[src/rtl/bus_cycle_pkg.sv]
// Shared types and default region map for the bus-cycle controller.
// Bus states are one-hot; region bases and masks are packed with element 0 in the rightmost slice.
package bus_cycle_pkg;

   typedef enum logic [4:0] {
      T1 = 5'b00001,
      T2 = 5'b00010,
      T3 = 5'b00100,
      TW = 5'b01000,
      T4 = 5'b10000
   } state_t;

   typedef enum logic {
      CYC_RD = 1'b0,
      CYC_WR = 1'b1
   } cycle_t;

   localparam int DEF_ADDR_W = 20;
   localparam int DEF_N_MEM  = 2;
   localparam int DEF_N_IO   = 2;
   localparam int NCS        = DEF_N_MEM + DEF_N_IO;

   localparam logic [DEF_N_MEM*DEF_ADDR_W-1:0] DEF_MEM_BASE = {20'h00000, 20'h80000};
   localparam logic [DEF_N_MEM*DEF_ADDR_W-1:0] DEF_MEM_MASK = {20'h80000, 20'h80000};
   localparam logic [DEF_N_IO*DEF_ADDR_W-1:0]  DEF_IO_BASE  = {20'h01C00, 20'h0FF00};
   localparam logic [DEF_N_IO*DEF_ADDR_W-1:0]  DEF_IO_MASK  = {20'h0FE00, 20'h0FFF0};

endpackage

[src/rtl/bus_cycle_ctrl_cs_decode.sv]
// Combinational region decoder: active-low one-hot select, lowest matching index wins.
// With en low every select is inactive and miss stays low.
module cs_decode #(
   parameter int                  ADDR_W = 20,
   parameter int                  N      = 2,
   parameter logic [N*ADDR_W-1:0] BASE   = '0,
   parameter logic [N*ADDR_W-1:0] MASK   = '0
) (
   input  logic [ADDR_W-1:0] addr,
   input  logic              en,
   output logic [N-1:0]      cs,
   output logic              miss
);

   logic hit;

   // NOTE: every output gets a default before the loop so no path leaves a latch.
   always_comb begin
      cs   = '1;
      hit  = 1'b0;
      miss = 1'b0;
      if (en) begin
         for (int i = 0; i < N; i++) begin
            if (!hit && ((addr & MASK[i*ADDR_W +: ADDR_W]) ==
                         (BASE[i*ADDR_W +: ADDR_W] & MASK[i*ADDR_W +: ADDR_W]))) begin
               cs[i] = 1'b0;
               hit   = 1'b1;
            end
         end
         miss = !hit;
      end
   end

endmodule

[src/rtl/bus_cycle_ctrl.sv]
// 8088-style bus-cycle sequencer: T1/T2/T3/TW/T4 with wait states, READY stretch,
// registered OE/WD strobes and chip selects decoded from the address latched on ALE.
module bus_cycle_ctrl
   import bus_cycle_pkg::*;
#(
   parameter int                        ADDR_W     = DEF_ADDR_W,
   parameter int                        N_MEM      = DEF_N_MEM,
   parameter int                        N_IO       = DEF_N_IO,
   parameter logic [N_MEM*ADDR_W-1:0]   MEM_BASE   = DEF_MEM_BASE,
   parameter logic [N_MEM*ADDR_W-1:0]   MEM_MASK   = DEF_MEM_MASK,
   parameter logic [N_IO*ADDR_W-1:0]    IO_BASE    = DEF_IO_BASE,
   parameter logic [N_IO*ADDR_W-1:0]    IO_MASK    = DEF_IO_MASK,
   parameter int                        WAIT_W     = 3,
   parameter int                        MEM_WAIT   = 0,
   parameter int                        IO_WAIT    = 1,
   parameter int                        T2_TIMEOUT = 8
) (
   input  logic                    clk,
   input  logic                    rst,
   input  logic [ADDR_W-1:0]       Address,
   input  logic                    IOM,
   input  logic                    RD,
   input  logic                    WR,
   input  logic                    ALE,
   input  logic                    READY,
   output logic                    OE,
   output logic                    WD,
   output logic [N_MEM+N_IO-1:0]   CS,
   output logic                    busy,
   output logic                    miss,
   output logic                    err
);

   localparam int TMO_W = $clog2(T2_TIMEOUT + 1);

   state_t              state;
   cycle_t              cyc_q;
   logic [ADDR_W-1:0]   a_q;
   logic                iom_q;
   logic [WAIT_W-1:0]   wait_q;
   logic [TMO_W-1:0]    tmo_q;

   logic [N_MEM-1:0]    mem_cs;
   logic [N_IO-1:0]     io_cs;
   logic                mem_miss;
   logic                io_miss;

   // NOTE: all sequential state uses non-blocking assignments so every branch sees pre-edge values.
   always_ff @(posedge clk or posedge rst) begin
      if (rst) begin
         state  <= T1;
         cyc_q  <= CYC_RD;
         a_q    <= '0;
         iom_q  <= 1'b0;
         wait_q <= '0;
         tmo_q  <= '0;
         OE     <= 1'b1;
         WD     <= 1'b1;
         err    <= 1'b0;
      end else begin
         err <= 1'b0;
         unique case (state)
            T1: begin
               tmo_q <= '0;
               if (ALE) begin
                  a_q   <= Address;
                  iom_q <= IOM;
                  state <= T2;
               end
            end
            T2: begin
               if (!RD || !WR) begin
                  // RD wins when both strobes are low; the overlap itself is flagged
                  cyc_q  <= RD ? CYC_WR : CYC_RD;
                  OE     <= RD;
                  WD     <= !RD | WR;
                  err    <= !RD && !WR;
                  wait_q <= iom_q ? WAIT_W'(IO_WAIT) : WAIT_W'(MEM_WAIT);
                  tmo_q  <= '0;
                  state  <= T3;
               end else if (tmo_q == TMO_W'(T2_TIMEOUT - 1)) begin
                  tmo_q <= '0;
                  err   <= 1'b1;
                  state <= T1;
               end else begin
                  tmo_q <= tmo_q + TMO_W'(1);
               end
            end
            T3, TW: begin
               if (wait_q != '0) begin
                  wait_q <= wait_q - WAIT_W'(1);
                  state  <= TW;
               end else if (READY) begin
                  OE    <= 1'b1;
                  WD    <= 1'b1;
                  state <= T4;
               end else begin
                  OE    <= (cyc_q != CYC_RD);
                  WD    <= (cyc_q != CYC_WR);
                  state <= TW;
               end
            end
            T4: begin
               tmo_q <= '0;
               if (ALE) begin
                  a_q   <= Address;
                  iom_q <= IOM;
                  state <= T2;
               end else begin
                  state <= T1;
               end
            end
            default: begin
               OE    <= 1'b1;
               WD    <= 1'b1;
               state <= T1;
            end
         endcase
      end
   end

   assign busy = (state != T1);

   cs_decode #(
      .ADDR_W (ADDR_W),
      .N      (N_MEM),
      .BASE   (MEM_BASE),
      .MASK   (MEM_MASK)
   ) u_mem_decode (
      .addr (a_q),
      .en   (busy && !iom_q),
      .cs   (mem_cs),
      .miss (mem_miss)
   );

   cs_decode #(
      .ADDR_W (ADDR_W),
      .N      (N_IO),
      .BASE   (IO_BASE),
      .MASK   (IO_MASK)
   ) u_io_decode (
      .addr (a_q),
      .en   (busy && iom_q),
      .cs   (io_cs),
      .miss (io_miss)
   );

   assign CS   = {io_cs, mem_cs};
   assign miss = iom_q ? io_miss : mem_miss;

endmodule

[config.mk]
export PLATFORM = sky130hd
export DESIGN_NAME = bus_cycle_ctrl
export DESIGN_NICKNAME = d
export VERILOG_FILES = /design/src/rtl/bus_cycle_pkg.sv /design/src/rtl/bus_cycle_ctrl_cs_decode.sv /design/src/rtl/bus_cycle_ctrl.sv
export SDC_FILE = /design/constraint.sdc
export NUM_CORES = 1
export LEC_CHECK = 0
export BUFFER_PORTS_ARGS = -buffer_cell sky130_fd_sc_hd__buf_2
export CAP_MARGIN = 10
export CORE_AREA = 8 8 63 65
export CTS_CLUSTER_DIAMETER = 100
export CTS_CLUSTER_SIZE = 14
export DETAILED_ROUTE_END_ITERATION = 7
export DIE_AREA = 0 0 71 73
export HOLD_SLACK_MARGIN = 0.05
export PLACE_DENSITY = 0.82
export RECOVER_POWER = 50
export SETUP_SLACK_MARGIN = 0.1
export SYNTH_ARGS = -nofsm -noshare
export SYNTH_HDL_FRONTEND = slang
export SYNTH_SLANG_ARGS = --single-unit
export TNS_END_PERCENT = 5
[constraint.sdc]
create_clock -name clk -period 2.1 [get_ports clk]
set_clock_uncertainty 0.1 [all_clocks]
set_input_delay 0.105 -clock clk [delete_from_list [all_inputs] [get_ports clk]]
set_output_delay 0.105 -clock clk [all_outputs]
set_load 0.01 [all_outputs]
==> results of run 1 <==
stage by stage:
step	hold WS, ps	std cells	util
6_report	294.8	231	0.6771
4_1_cts	313.2	231	0.6746
2_1_floorplan	90.52	141	-
3_3_place_gp	103.2	204	0.5877
3_5_place_dp	126.7	204	0.5877
5_1_grt	379.0	231	0.6771
layer usage:
layer  global-route usage  vias to the layer above  part of all wire
li1                     -                      619                 -
met1               0.1508                      644              0.37
met2               0.2801                       50              0.54
met3              0.05082                       20             0.054
met4              0.07621                        0             0.039
met5                    0                        -                 0
worst max-delay path by stage:
stage,start,endpoint,slack [ps]
2_1_floorplan,wait_q[0],OE,320
3_3_place_gp,state[1],a_q[11],240
3_5_place_dp,state[2],WD,220
4_1_cts,a_q[5],miss,160
5_1_grt,a_q[5],miss,100
6_report,state[1],a_q[7],160
power by group through the flow:
stage	clock network, mW	registers [mW]	logic [mW]
floorplan	0	0.925	0.801
global placement	0	0.949	0.993
detailed placement	0	0.975	1.05
CTS	0.362	0.962	1.09
global route	0.386	0.996	1.22
finish	0.362	0.973	1.13
logic make-up after synthesis:
kind of cell | Yosys count | synth area share
adder cells (fa/ha/maj) | 3 | 0.02437
AO/OA/AOI/OAI | 23 | 0.09993
multiplexers | 17 | 0.1454
AND/OR/NAND/NOR | 58 | 0.2039
XOR/XNOR | 2 | 0.01137
buffers and inverters | 8 | 0.02518
flip-flops | 30 | 0.4898
final cells by class:
class                      count  area, um^2  share of cell area
tap                           33       41.29             0.02065
multi-input combinational    103       767.0              0.3836
clock buffer                   7       55.05             0.02753
clock inverter                 1       5.005            0.002503
timing repair buffer          51       354.1              0.1771
inverter                       6       22.52             0.01126
sequential                    30       754.5              0.3773
worst reg2reg max path, cell delays in order (launching register included):
cell	delay, ps
dfrtp_1	450
or3_4	390
nor2_2	160
nand2_2	320
mux2_4	410
state kept, by name, indices dropped and copies added, names as in the netlist:
| signal | count |
|---|---|
| OE | 1 |
| WD | 1 |
| a_q | 13 |
| cyc_q | 1 |
| err | 1 |
| iom_q | 1 |
| state | 5 |
| tmo_q | 4 |
| wait_q | 3 |
repair_timing:
| action | in CTS | in global routing |
|---|---|---|
| setup endpoints to repair | 1 | 1 |
| pin swaps | 0 | 0 |
| gates cloned | 0 | 0 |
| hold buffers | 19 | 0 |
| hold endpoints to repair | 32 | 0 |
| resized for setup | 1 | 3 |
layout by cell type (no fill, tap or decap), drive strengths merged, types with 5 or more instances in the layout:
cell / Yosys / routed
mux2: 16 / 16
nor2b: 6 / 6
or3: 6 / 6
dlygate4sd3: 0 / 19
inv: 6 / 6
dfrtp: 27 / 27
buf: 2 / 29
nand3: 5 / 5
nor2: 17 / 17
o21ai: 6 / 6
a21oi: 5 / 5
nand2: 8 / 8
clkbuf: 0 / 10
==> impl_metrics.toml, run 1 <==
[die]
num_io_pins = 36
initial_core_util = 0.5216
die_area_um2 = 5183
die_height_um = 73
rows = 20
die_x_um = 71
core_area_um2 = 2953

[route]
viasPerCell = 5.771
drtAntennaViolNets = 0
first_pass_iters = 5
vias = 1333
drt-total-wl_um = 3945
wl_per_cell_um = 17.08
drc_errors = 0
drtIter0Drc = 44

[timing]
worst_pin_slew_ps = 741.6
fin_crit_sh = 0.9240
rsz0062_at_grt = "true"
tns_ps = 0
finalWorstSetupSlack_ps = 159.7
hold_viol = 0
max_freq_mhz = 515.4
maxSlewViolCount = 0
maxSlewHeadroom = 0.5056
min_period_ps = 1940
setup_viol = 0

[critical_path]
path_cells = "or3_4 -> nor2_2 -> nand2_2 -> mux2_4"
critPathKind = "flip-flop to flip-flop"
r2r-end = "a_q[7]"
crit_slowest_cell = "dfrtp_1"
end_kind = "flip-flop"
worstPathArrival_ps = 2060
path_buf_inv = 0
cp-start-kind = "flip-flop"
crit_fanout = 15
slowest_delay_ps = 450
rr_startpoint = "state[1]"
reg2reg_depth = 4
path_delay_family = "simple AND/OR/NAND/NOR gates"
cp.required_ps = 2220
ff2ff_setup_slack_ps = 160
worstSetupPathDepth = 4

[synth]
postSynthAreaPerCell_um2 = 10.92
netlist_area_um2 = 1540
synth_top_cell_by_area = "dfrtp_1"
yosysMostFrequentCell = "dfrtp_1"
ys.warnings.count = 0
synth_seq_area_share = 0.4898
synth_edf_count = 0
async_flop_share = 1.000
yosysUniqueCellTypes = 38
synth_top_area_share = 0.4387
synth-main-ff-cell = "dfrtp_1"
netlist_top_cells_area = "dfrtp_1 44%, mux2_4 8.8%, dfstp_2 5.1%"
ys_ff_latch = 30
syn_nets = 171
synth.top_cells.by_count = "27 x dfrtp_1, 16 x nor2_1, 9 x mux2_4"
synth_cells = 141

[grt]
grtUsageTotal = 0.1528
grt_max_degree = 18
grt_pass1_wl_um = 6203
grt_pass1_vias = 1371
gr-total-overflow = 0
antenna_found_initial = 0

[layout]
drive_above_1_share = 0.2980
area_growth_pct = 29.81
final_nets = 227
final_cell_area_um2 = 1999
fillers = 219
n_antenna_cell = 0

[pwr]
p_leak_nw = 0.9012
p_switching_uw = 919.5
pwr_density_cell_nw_per_um2 = 1231
intPower_mw = 1.542
clock_power_share = 0.147
ir_worst_vdd_mv = 0.7042
finalPower_mw = 2.462
swShare = 0.3735
p_seq_frac = 0.395
pwr-share-comb = 0.458

[placement]
portBuffers = 28
dp_hpwl_um = 2721
dpl_cell_area_um2 = 1735
dpl_worst_slack_ps = 217.4
place.gp.congestion = 0.8326

[hold_path]
hp-class = "primary input to async pin"

[clock_network]
post_cts_buffers = 0
clkSinkCount = 30
worst_skew_pair.late_latency_ps = 330
cts_tree = "built"
clk_pin_slew_ps = 90
numCtsBuffers = 5
cts_root_buffer = "clkbuf_4"
cts-htree-levels = 2
clk_path_buf_depth = 2

[run]
drv_cap = 0

[status]
outcome = "completed"
Note: power is estimated with default switching activity, not from simulation.
==> run 2, diff against run 1 <==
--- a/config.mk
+++ b/config.mk
@@ -5,13 +5,14 @@
 export SDC_FILE = /design/constraint.sdc
 export NUM_CORES = 1
 export LEC_CHECK = 0
+export ABC_AREA = 1
 export BUFFER_PORTS_ARGS = -buffer_cell sky130_fd_sc_hd__buf_2
 export CAP_MARGIN = 10
-export CORE_AREA = 8 8 63 65
+export CORE_AREA = 8 8 64 66
 export CTS_CLUSTER_DIAMETER = 100
 export CTS_CLUSTER_SIZE = 14
 export DETAILED_ROUTE_END_ITERATION = 7
-export DIE_AREA = 0 0 71 73
+export DIE_AREA = 0 0 72 74
 export HOLD_SLACK_MARGIN = 0.05
 export PLACE_DENSITY = 0.82
 export RECOVER_POWER = 50
==> run 2 against run 1 <==
Critical path depth up 3. Worst hold slack improved by 81 ps. Worst setup slack got worse by 26 ps. First-iteration DRC count increased to 2.6 times the previous value. Sequential share of layout area down 3.6 points. Clock power grew 20%. Die area increased by 2.8%. Final cell count up 40%. Fmax decreased by 1.3%. Routed wire length increased by 3.4%. Core utilization grew 1.8 points. Count of clock-buffer cells in the layout is 1 higher. Critical path type unchanged. Critical endpoint is now a_q[13].
==> impl_metrics.toml, run 2 <==
[status]
outcome = "completed"

[route]
vias = 1584
viasPerCell = 4.889
drtIter0Drc = 113
drt-total-wl_um = 4078
first_pass_iters = 4
drtAntennaViolNets = 0
drc_errors = 0
wl_per_cell_um = 12.59

[clock_network]
clk_path_buf_depth = 2
clk_pin_slew_ps = 100
cts_root_buffer = "clkbuf_4"
cts-htree-levels = 2
cts_tree = "built"
numCtsBuffers = 5
clkSinkCount = 30
worst_skew_pair.late_latency_ps = 350

[timing]
min_period_ps = 1966
fin_crit_sh = 0.9361
setup_viol = 0
tns_ps = 0
worst_pin_slew_ps = 740.1
max_freq_mhz = 508.7
rsz0062_at_grt = "true"
maxSlewHeadroom = 0.5066
hold_ws_ps = 375.6
maxSlewViolCount = 0
hold_viol = 0

[pwr]
clock_power_share = 0.157
pwr-share-comb = 0.497
pwr_density_cell_nw_per_um2 = 1249
intPower_mw = 1.618
p_leak_nw = 1.131
ir_worst_vdd_mv = 0.7251
swShare = 0.4139
p_switching_mw = 1.143
p_seq_frac = 0.346

[synth]
synth_top_area_share = 0.4235
yosysUniqueCellTypes = 24
synth_cells = 208
synth_edf_count = 0
synth_seq_area_share = 0.4729
async_flop_share = 1.000
netlist_top_cells_area = "dfrtp_1 42%, nand2_1 17%, nand3_1 7.2%"
syn_nets = 238
yosysMostFrequentCell = "nand2_1"
ys_ff_latch = 30
postSynthAreaPerCell_um2 = 7.670
synth.top_cells.by_count = "74 x nand2_1, 27 x dfrtp_1, 23 x nand3_1"
synth_top_cell_by_area = "dfrtp_1"
netlist_area_um2 = 1595
ys.warnings.count = 0
synth-main-ff-cell = "dfrtp_1"

[critical_path]
path_delay_family = "buffers and inverters"
slowest_delay_ps = 650
cp.required_ps = 2240
crit_fanout = 11
path_buf_inv = 2
worstPathArrival_ps = 2110
crit_slowest_cell = "dfstp_1"
end_kind = "flip-flop"
critPathKind = "flip-flop to flip-flop"
ff2ff_setup_slack_ps = 130
cp-start-kind = "flip-flop"
path_cells = "nor2_2 -> nand3_2 -> nand2_2 -> buf_6 -> nand3_1 -> dlygate4sd3_1 -> nand2_1"

[layout]
finish.utilization = 0.6954
n_antenna_cell = 0
top_register = "a_q"
reg_top3 = "a_q: 13 flops, state: 5 flops, tmo_q: 4 flops"
largest_reg_flops = 13
drive_above_1_share = 0.2122
final_nets = 307
final_common_cell = "nand2_1"
area_growth_pct = 38.59
most-common-layout-cells = "73 x nand2_1, 28 x dlygate4sd3_1, 27 x dfrtp_1"

[placement]
dp_hpwl_um = 2473
portBuffers = 28
place.gp.congestion = 0.7827

[die]
die_x_um = 72
rows = 21
die_area_um2 = 5328
num_io_pins = 36
initial_core_util = 0.5018
die_height_um = 74
core_area_um2 = 3179

[run]
drv_cap = 0

[grt]
grt_max_degree = 31
antenna_found_initial = 0
grt_pass1_vias = 1557
grt_pass1_wl_um = 6292
grtUsageTotal = 0.1547
gr-total-overflow = 0

[hold_path]
hp-class = "flip-flop to flip-flop"
[run 2: cell count changes after synthesis, moves of 3 or more]
cell,change
a21oi_1,-3
inv_1,+15
mux2_2,-7
mux2_4,-9
nand2_1,+67
nand2_2,+3
nand3_1,+18
nand4b_1,-3
nor2_4,+3
nor2b_1,-6
o21a_1,+5
o21ai_1,+5
o2bb2ai_1,-3
or3_1,-5
[run 2: worst register-to-register path: stages, from the launching register on]
cell and delay, ps:
dfstp_1 650, nor2_2 100, nand3_2 100, nand2_2 60, buf_6 140, nand3_1 70
dlygate4sd3_1 580, nand2_1 70
[run 2: cells by family after synthesis]
family          after synthesis  share of synthesized area
fa+ha+maj                     3                    0.02353
flops                        30                     0.4729
compound gates               17                    0.06196
xor+xnor                      1                   0.005491
simple gates                130                     0.3663
buf+inv                      27                    0.06981
[run 2: layout make-up]
class / instances / area [um^2]
timing repair buffer: 66 / 493.0
sequential: 30 / 754.5
fill: 245 / 968.4
tap: 46 / 57.56
multi-input combinational: 151 / 740.7
clock buffer: 8 / 78.83
inverter: 23 / 86.33
[run 2: through the flow]
stage          instances  instance area [um^2]  power (mW)  setup slack, ps
2_1_floorplan        208                  1595       1.806            692.9
4_1_cts              317                  2152       2.590            166.8
3_3_place_gp         280                  1783       2.038            363.0
5_1_grt              324                  2211       2.970            47.41
6_report             324                  2211       2.762            134.2
3_5_place_dp         280                  1783       2.075            324.0
[run 2: power by group through the flow]
stage	Sequential [mW]	Clock, mW	Combinational [mW]
2_1_floorplan	0.944	0	0.861
3_3_place_gp	0.955	0	1.08
3_5_place_dp	0.964	0	1.11
4_1_cts	0.953	0.437	1.20
5_1_grt	0.979	0.465	1.53
6_report	0.955	0.433	1.37
[run 2: per-layer routing]
layer | part of all wire | global-route usage | vias to the layer above | routed length, um
li1 | - | - | 801 | -
met2 | 0.51 | 0.2814 | 47 | 2100
met5 | 0 | 0 | - | 0
met4 | 0.016 | 0.07483 | 0 | 66
met3 | 0.056 | 0.05660 | 10 | 227
met1 | 0.41 | 0.1534 | 726 | 1683
[run 2: path summary, 6_finish.rpt]
kind / from / to / cells after the start
worst max register to register: state[0] / a_q[13] / 7
worst max-delay path: state[0] / a_q[13] / 7
worst min register to register: OE / OE / 2
min in group asynchronous: rst / a_q[10] / 4
worst min-delay path: OE / OE / 2
max in group asynchronous: rst / wait_q[1] / 4
[run 2: what timing repair did]
action	CTS	global route
hold endpoints to repair	50	0
buffers inserted	0	8
hold buffers	29	0
setup endpoints to repair	0	10
gates resized for setup	0	4
